<file path="config.mk">
export PLATFORM = sky130hd
export DESIGN_NAME = ab_game_core
export DESIGN_NICKNAME = d
export VERILOG_FILES = /design/src/rtl/ab_game_core.sv
export SDC_FILE = /design/constraint.sdc
export NUM_CORES = 1
export LEC_CHECK = 0
export CAP_MARGIN = 20
export CORE_UTILIZATION = 40
export CTS_CLUSTER_SIZE = 30
export DETAILED_ROUTE_END_ITERATION = 7
export PLACE_DENSITY = 0.61
export SETUP_SLACK_MARGIN = 0.15
export SYNTH_ARGS = -nofsm -noshare
export SYNTH_HDL_FRONTEND = slang
export SYNTH_SLANG_ARGS = --single-unit
</file>
<file path="constraint.sdc">
create_clock -name clk -period 4.1 [get_ports clk]
set_input_delay 0.41 -clock clk [delete_from_list [all_inputs] [get_ports clk]]
set_output_delay 0.41 -clock clk [all_outputs]
set_load 0.1 [all_outputs]
</file>
<file path="src/rtl/ab_game_core.sv">
// Bulls-and-cows (xAyB) engine: LFSR-drawn secret of DIGITS distinct digits, digit-by-digit guesses, try budget.
// Optional build macro AB_REVEAL_EN: after a loss the display shows the secret instead of the final score.
module ab_game_core #(
    parameter int          DIGITS    = 4,
    parameter int          MAX_TRIES = 8,
    parameter logic [15:0] SEED      = 16'hBDBD
) (
    input  logic                clk,
    input  logic                rst_n,
    input  logic                start,
    input  logic                enter,
    input  logic [3:0]          in,
    output logic [4*DIGITS-1:0] disp,
    output logic [3:0]          a_cnt,
    output logic [3:0]          b_cnt,
    output logic [3:0]          tries_left,
    output logic                busy,
    output logic                win,
    output logic                lose
);
    localparam int W = 4 * DIGITS;

    typedef enum logic [2:0] {IDLE, GEN, GUESS, CMP, RESULT, WIN, LOSE} state_t;

    state_t       state;
    logic [15:0]  lfsr;
    logic [W-1:0] secret;
    logic [W-1:0] guess;
    logic [3:0]   fill;
    logic [3:0]   gcnt;
    logic [3:0]   cand;
    logic         dup;
    logic         found;
    logic [3:0]   a_calc;
    logic [3:0]   b_calc;
    logic [W-1:0] disp_nxt;

    assign cand = lfsr[3:0];

    // Secret digits shift in from the right, so the first accepted digit ends in the leftmost slot
    // and the already-filled slots are always the low `fill` nibbles.
    always_comb begin
        dup = 1'b0;
        for (int k = 0; k < DIGITS; k++) begin
            if (k < int'(fill) && secret[4*k +: 4] == cand) dup = 1'b1;
        end
    end

    // B is counted per secret digit; the secret is distinct, so repeated guess digits cannot inflate it.
    always_comb begin
        a_calc = '0;
        b_calc = '0;
        found  = 1'b0;
        for (int i = 0; i < DIGITS; i++) begin
            found = 1'b0;
            for (int j = 0; j < DIGITS; j++) begin
                if (j != i && guess[4*j +: 4] == secret[4*i +: 4]) found = 1'b1;
            end
            if (secret[4*i +: 4] == guess[4*i +: 4]) a_calc = a_calc + 4'd1;
            else if (found)                           b_calc = b_calc + 4'd1;
        end
    end

    always_comb begin
        disp_nxt = '1;
        case (state)
            GUESS, CMP: begin
                for (int k = 0; k < DIGITS; k++) begin
                    if (k < int'(gcnt)) disp_nxt[4*k +: 4] = guess[4*k +: 4];
                end
            end
            RESULT: disp_nxt[15:0] = {a_cnt, 4'hA, b_cnt, 4'hB};
            WIN:    disp_nxt[15:0] = {4'(DIGITS), 4'hA, 4'h0, 4'hB};
            LOSE: begin
`ifdef AB_REVEAL_EN
                disp_nxt = secret;
`else
                disp_nxt[15:0] = {a_cnt, 4'hA, b_cnt, 4'hB};
`endif
            end
            default: ;
        endcase
    end

    always_ff @(posedge clk) begin
        if (!rst_n) begin
            state      <= IDLE;
            lfsr       <= SEED;
            secret     <= '0;
            guess      <= '0;
            fill       <= '0;
            gcnt       <= '0;
            disp       <= '1;
            a_cnt      <= '0;
            b_cnt      <= '0;
            tries_left <= '0;
            busy       <= 1'b0;
            win        <= 1'b0;
            lose       <= 1'b0;
        end else begin
            lfsr <= {lfsr[14:0], lfsr[15] ^ lfsr[13] ^ lfsr[12] ^ lfsr[10]};
            disp <= disp_nxt;
            busy <= (state == GEN) || (state == CMP);
            win  <= (state == WIN);
            lose <= (state == LOSE);

            // start has priority over enter in every state, so a same-cycle enter is simply dropped.
            if (start) begin
                state  <= GEN;
                secret <= '0;
                fill   <= '0;
                guess  <= '0;
                gcnt   <= '0;
                a_cnt  <= '0;
                b_cnt  <= '0;
            end else begin
                case (state)
                    GEN: begin
                        if (cand <= 4'd9 && !dup) begin
                            secret <= {secret[W-5:0], cand};
                            fill   <= fill + 4'd1;
                            if (fill == 4'(DIGITS - 1)) begin
                                state      <= GUESS;
                                tries_left <= 4'(MAX_TRIES);
                                guess      <= '0;
                                gcnt       <= '0;
                            end
                        end
                    end
                    GUESS: begin
                        if (enter && in <= 4'd9) begin
                            guess <= {guess[W-5:0], in};
                            gcnt  <= gcnt + 4'd1;
                            if (gcnt == 4'(DIGITS - 1)) state <= CMP;
                        end
                    end
                    CMP: begin
                        a_cnt      <= a_calc;
                        b_cnt      <= b_calc;
                        tries_left <= tries_left - 4'd1;
                        if (a_calc == 4'(DIGITS))   state <= WIN;
                        else if (tries_left == 4'd1) state <= LOSE;
                        else                         state <= RESULT;
                    end
                    RESULT: begin
                        if (enter) begin
                            state <= GUESS;
                            guess <= '0;
                            gcnt  <= '0;
                        end
                    end
                    default: ;
                endcase
            end
        end
    end
endmodule
</file>
==> After elaboration in Yosys (flattened, before gate mapping) <==
Cells that the tools add are included.
{ "op_classes": {"add_sub_neg": 9, "magnitude_cmp": 10, "n_eq_ne": 40, "muxes": 55, "bitwise": 5, "n_reduce_logical": 20} }
{ "ops": {"columns": ["operator", "count"], "rows": [
  ["one-hot mux 16 bit (3 select lines)", 2],
  ["== test 4 bit", 20],
  ["2-to-1 mux 4 bit", 20],
  ["2-to-1 mux 16 bit", 4],
  ["adder 4 x 1 -> 4 bit, second input constant", 8],
  ["2-to-1 mux 1 bit", 19],
  ["< comparator 1 x 4 -> 1 bit, first input constant", 4],
  ["< comparator 2 x 4 -> 1 bit, first input constant", 4],
  ["2-to-1 mux 3 bit", 5],
  ["one-hot mux 3 bit (4 select lines)", 1],
  ["one-hot mux 4 bit (3 select lines)", 1],
  ["AND reduction 6 bit", 2],
  ["== test 3 bit, second input constant", 3],
  ["inequality test 3 bit, second input constant", 3],
  ["== test 4 x 2 -> 1 bit, second input constant", 2],
  ["less-or-equal comparator 4 bit, second input constant", 2],
  ["one-hot mux 4 bit (2 select lines)", 1],
  ["== test 3 x 2 -> 1 bit, second input constant", 2],
  ["logical AND 1 bit", 6],
  ["inequality test 2 bit, second input constant", 3],
  ["inequality test 3 x 2 -> 1 bit, second input constant", 2],
  ["OR reduction 2 bit", 3],
  ["AND reduction 5 bit", 1],
  ["nonzero test 5 bit", 1],
  ["other kinds (15)", 20]
]} }
{ "totals": {"ff_bits": 90, "out_inout_bits": 31} }

==> Logic depth before layout (Yosys ltp) <==
{ "depth": {"word_depth": 15, "ltp_mapped": 14} }

==> Worst setup path before layout <==
OpenSTA, ideal clock, no wires.
{ "synth_timing": {"path_kind": "reg2reg", "start": "reg guess[3]", "end": "reg b_cnt[1]", "setup_ns": 0.071, "arrival_ns": 2.789, "path_slack_ns": 1.241, "stages_incl_launch_ff": 15, "period_less_slack_ns": 2.859, "path_cell_list": "dfxtp_1 > buf_2 > xor2_1 > nor4_2 > a31oi_2 > ha_1 > mux2i_4 > inv_1 > ha_1 > mux2_2 > ha_1 > inv_1 > a21oi_1 > o21ai_0 > a21oi_1"} }
{ "synth_between": {"elab_chain_len": 12, "word_cells_on_any_way": 23, "classes_between": "3 x add/sub; 4 x eq/ne; 16 x mux"} }
{ "synth_lines": {"columns": ["item", "line_no", "rtl"], "rows": [
  ["from (decl)", "28", "logic [W-1:0] guess;"],
  ["from (signal assigned)", "132", "guess <= {guess[W-5:0], in};"],
  ["branches (longest 11 deep; another with adder 4 x 1 -> 4 bit)", null, null],
  ["2-to-1 mux 4 bit *", "59", "if (secret[4*i +: 4] == guess[4*i +: 4]) a_calc = a_calc + 4'd1;"],
  ["to (signal assigned)", "139", "b_cnt <= b_calc;"],
  ["to (decl)", "15", "output logic [3:0] b_cnt,"]
]} }
Every way passes the cells marked *.
A chain may end at the register's enable or synchronous reset.

==> Worst setup path after layout <==
{ "layout_timing": {"start": "reg secret[3]", "end": "reg b_cnt[1]"} }
{ "layout_between": {"elab_chain_len": 15, "word_cells_on_any_way": 18, "classes_between": "3 x add/sub; 4 x eq/ne; 11 x mux"} }
{ "layout_lines": {"columns": ["item", "line_no", "rtl"], "rows": [
  ["from (decl)", "27", "logic [W-1:0] secret;"],
  ["from (signal assigned)", "120", "secret <= {secret[W-5:0], cand};"],
  ["== test 4 bit", "57", "if (j != i && guess[4*j +: 4] == secret[4*i +: 4]) found = 1'b1;"],
  ["2-to-1 mux 1 bit (3 in a row)", "57", null],
  ["2-to-1 mux 1 bit", "60", "else if (found) b_calc = b_calc + 4'd1;"],
  ["2-to-1 mux 4 bit *", "59", null],
  ["adder 4 x 1 -> 4 bit", "60", null],
  ["2-to-1 mux 4 bit", "60", null],
  ["2-to-1 mux 4 bit *", "59", null],
  ["adder 4 x 1 -> 4 bit", "60", null],
  ["2-to-1 mux 4 bit", "60", null],
  ["2-to-1 mux 4 bit *", "59", null],
  ["adder 4 x 1 -> 4 bit", "60", null],
  ["2-to-1 mux 4 bit", "60", null],
  ["2-to-1 mux 4 bit *", "59", null]
]} }
Every way passes the cells marked *; elsewhere a longest branch is shown, timed or not.

==> flow_metrics.tcl <==
set metrics [dict create \
    status "completed" \
    root_buffer "clkbuf_16" \
    cts-resized-gates 0 \
    antenna_cells 0 \
    floorplan.initialDensity_pct 41.0 \
    grt_use_total_pct 19.0 \
    num_vias 3856 \
    place_hpwl_um 7900 \
    fin_hold_ws_ns 0.409 \
    wirelength_um 11400 \
    grt_max_degree 41 \
    hold_buffers 0 \
    fin_crit_ns 3.19 \
    synthDistinctLibCells 59 \
    die_w_um 113 \
    netlist.area_leader.share_pct 36.5 \
    cellPowerDensity_nw_per_um2 365 \
    initialDrtViolationCount 285 \
    relSlewSlack_pct 35.1 \
    finalSetupViolCount 0 \
    end_kind "flip-flop" \
    syn_avg_cell_area_um2 8.60 \
    drive_gt1_share_pct 7.41 \
    tns_ns 0 \
    hold_viol_final 0 \
    cp-start-kind "flip-flop" \
    drv_slew 0 \
    gp_congestion 0.872 \
    core_region_area_um2 12000 \
    numPortBuffers 38 \
    synth_seq_cells 90 \
    drc 0 \
    p_leak_nw 1.86 \
    cts_buffers 9 \
    yosysTopAreaCell "dfxtp_1" \
    post_cts.repair.setup_buffers 0 \
    hold_path_class "flip-flop to flip-flop" \
    synth_edf_count 0 \
    nets 581 \
    rsz0062_at_grt "false" \
    grt_pass1_vias 3595 \
    via_per_inst 5.40 \
    maxCapViolCount 0 \
    layout_commonest_cell "dfxtp_1" \
    antenna_found_initial 0 \
    yosys_most_used_dff "dfxtp_1" \
    synthCells 573 \
    path_max_fanout 7 \
    async_flop_share_pct 0 \
    clk_path_buf_depth 2 \
    dr.pass1.iters 6 \
    syn_to_final_growth_pct 10.7 \
    postRouteAntennaNets 0 \
    critPathRequiredTime_ns 4.37 \
    syn_nets 592 \
    finClkSkew_ns 0.00589 \
    clock_sinks 90 \
    period_share_pct 77.7 \
    synthTopCellsByArea "dfxtp_1, xnor2_1, o21ai_0, nand2_1, nand4_1" \
    postLayoutCoreUtil_pct 45.4 \
    postLayoutSetupSlackWorst_ns 0.914 \
    io_pins 39 \
    grt_pass1_wl_um 18900 \
    htree_levels 3 \
    ir_worst_vdd_mv 0.182 \
    max_freq_mhz 314 \
    cp.arrival_ns 3.45 \
    critPathKind "flip-flop to flip-flop" \
    syn-cell-area_um2 4930 \
    ys_seq_area_share_pct 36.5 \
    num_rows 40 \
    tightest_slew_ns 0.970 \
    clk_pin_slew_worst_paths_ns 0.06 \
    n_fill_cell 1141 \
    yosys_warnings 0 \
    die_area_um2 12800 \
    routedWlPerCell_um 16.0 \
    die_h_um 113 \
    dp_worst_setup_slack_ns 0.965 \
    insertion_delay_ns 0.34 \
    layout.cells.most_common_list "dfxtp_1, xnor2_1, nand2_1" \
    cts_tree "done" \
    overflow 0 \
]
synthesized netlist by cell type (2+ instances only):
| cell | n |
|---|---|
| o21ai_0 | 51 |
| dfxtp_1 | 90 |
| o31ai_1 | 4 |
| nor3_1 | 6 |
| nand2_1 | 63 |
| nor4_1 | 3 |
| and2_1 | 6 |
| xor2_1 | 21 |
| nand3_1 | 16 |
| clkbuf_8 | 4 |
| ha_1 | 11 |
| clkbuf_1 | 19 |
| xor2_2 | 2 |
| and2_2 | 2 |
| nand2b_1 | 19 |
| nor2_2 | 2 |
| mux2i_1 | 2 |
| o21ai_1 | 5 |
| buf_2 | 29 |
| buf_4 | 4 |
| a31oi_2 | 2 |
| nor4_4 | 2 |
| o22ai_1 | 2 |
| a32o_1 | 2 |
| xnor2_1 | 67 |
| a21oi_1 | 28 |
| a31oi_1 | 3 |
| inv_1 | 13 |
| and3_1 | 3 |
| a211oi_1 | 3 |
| nor2_1 | 18 |
| nand4_1 | 35 |
| buf_6 | 6 |
| nor2b_1 | 5 |
sequential cells by signal, indices dropped and copies added, names as in the netlist:
register / flops
lfsr: 16
busy: 1
guess: 16
lose: 1
gcnt: 4
a_cnt: 4
win: 1
state: 3
fill: 4
secret: 16
tries_left: 4
disp: 16
b_cnt: 4
where the power goes:
part | switching (mW) | internal (mW)
combinational | 0.129 | 0.0644
sequential | 0.0228 | 0.893
clock | 0.333 | 0.548
per-layer routing:
layer | track usage, % | part of all wire [%]
met4 | 6.23 | 1.8
met3 | 3.75 | 4.1
met1 | 25.3 | 47
met5 | 0 | 0
met2 | 30.8 | 47
through the flow:
| stage | total power, mW | cell area, µm² | cells |
|---|---|---|---|
| 6_report | 1.99 | 5460 | 714 |
| 5_1_grt | 2.06 | 5460 | 714 |
| 4_1_cts | 2.01 | 5460 | 714 |
| 3_5_place_dp | 1.13 | 5140 | 698 |
| 3_3_place_gp | 1.13 | 5140 | 698 |
| 2_1_floorplan | 1.09 | 4930 | 573 |
kinds of logic (layout without fill, tap and decap cells):
kind of cell | Yosys count | count (layout) | synth area share [%]
AOI/OAI and AO/OA | 111 | 111 | 13.5
muxes | 4 | 4 | 1.09
adders and majority gates | 11 | 11 | 2.79
xor gates and xnor gates | 91 | 91 | 16.6
and+or+nand+nor | 189 | 189 | 20.6
buffers and inverters | 77 | 71 | 8.86
DFF | 90 | 90 | 36.5
area by class of cell:
class	instances	area (µm²)	area share [%]
multi-input combinational	406	2690	49.3
tap	147	184	3.37
timing repair buffer	42	410	7.52
inverter	13	48.8	0.894
clock inverter	5	77.6	1.42
sequential	90	1800	33.0
clock buffer	11	243	4.45
worst max-delay path, cell delays in order, from the launching register on:
cell,delay (ns)
dfxtp_1,0.55
xor2_1,0.17
nor4_2,0.43
a31oi_2,0.10
ha_1,0.34
mux2i_4,0.20
inv_1,0.06
ha_1,0.28
mux2_2,0.29
ha_1,0.28
inv_1,0.03
a21oi_1,0.11
o21ai_0,0.11
a21oi_1,0.15
worst paths after layout:
kind	from	end	slack, ns	cells after the start
worst max register to register	secret[3]$_SDFFE_PP0P_	b_cnt[1]$_SDFFE_PP0P_	0.91	13
worst min register to register	lfsr[14]$_SDFF_PN0_	lfsr[15]$_SDFF_PN1_	0.41	1
worst max-delay path	secret[3]$_SDFFE_PP0P_	b_cnt[1]$_SDFFE_PP0P_	0.91	13
worst min-delay path	lfsr[14]$_SDFF_PN0_	lfsr[15]$_SDFF_PN1_	0.41	1
No activity file was read; power rests on OpenSTA's default activity.
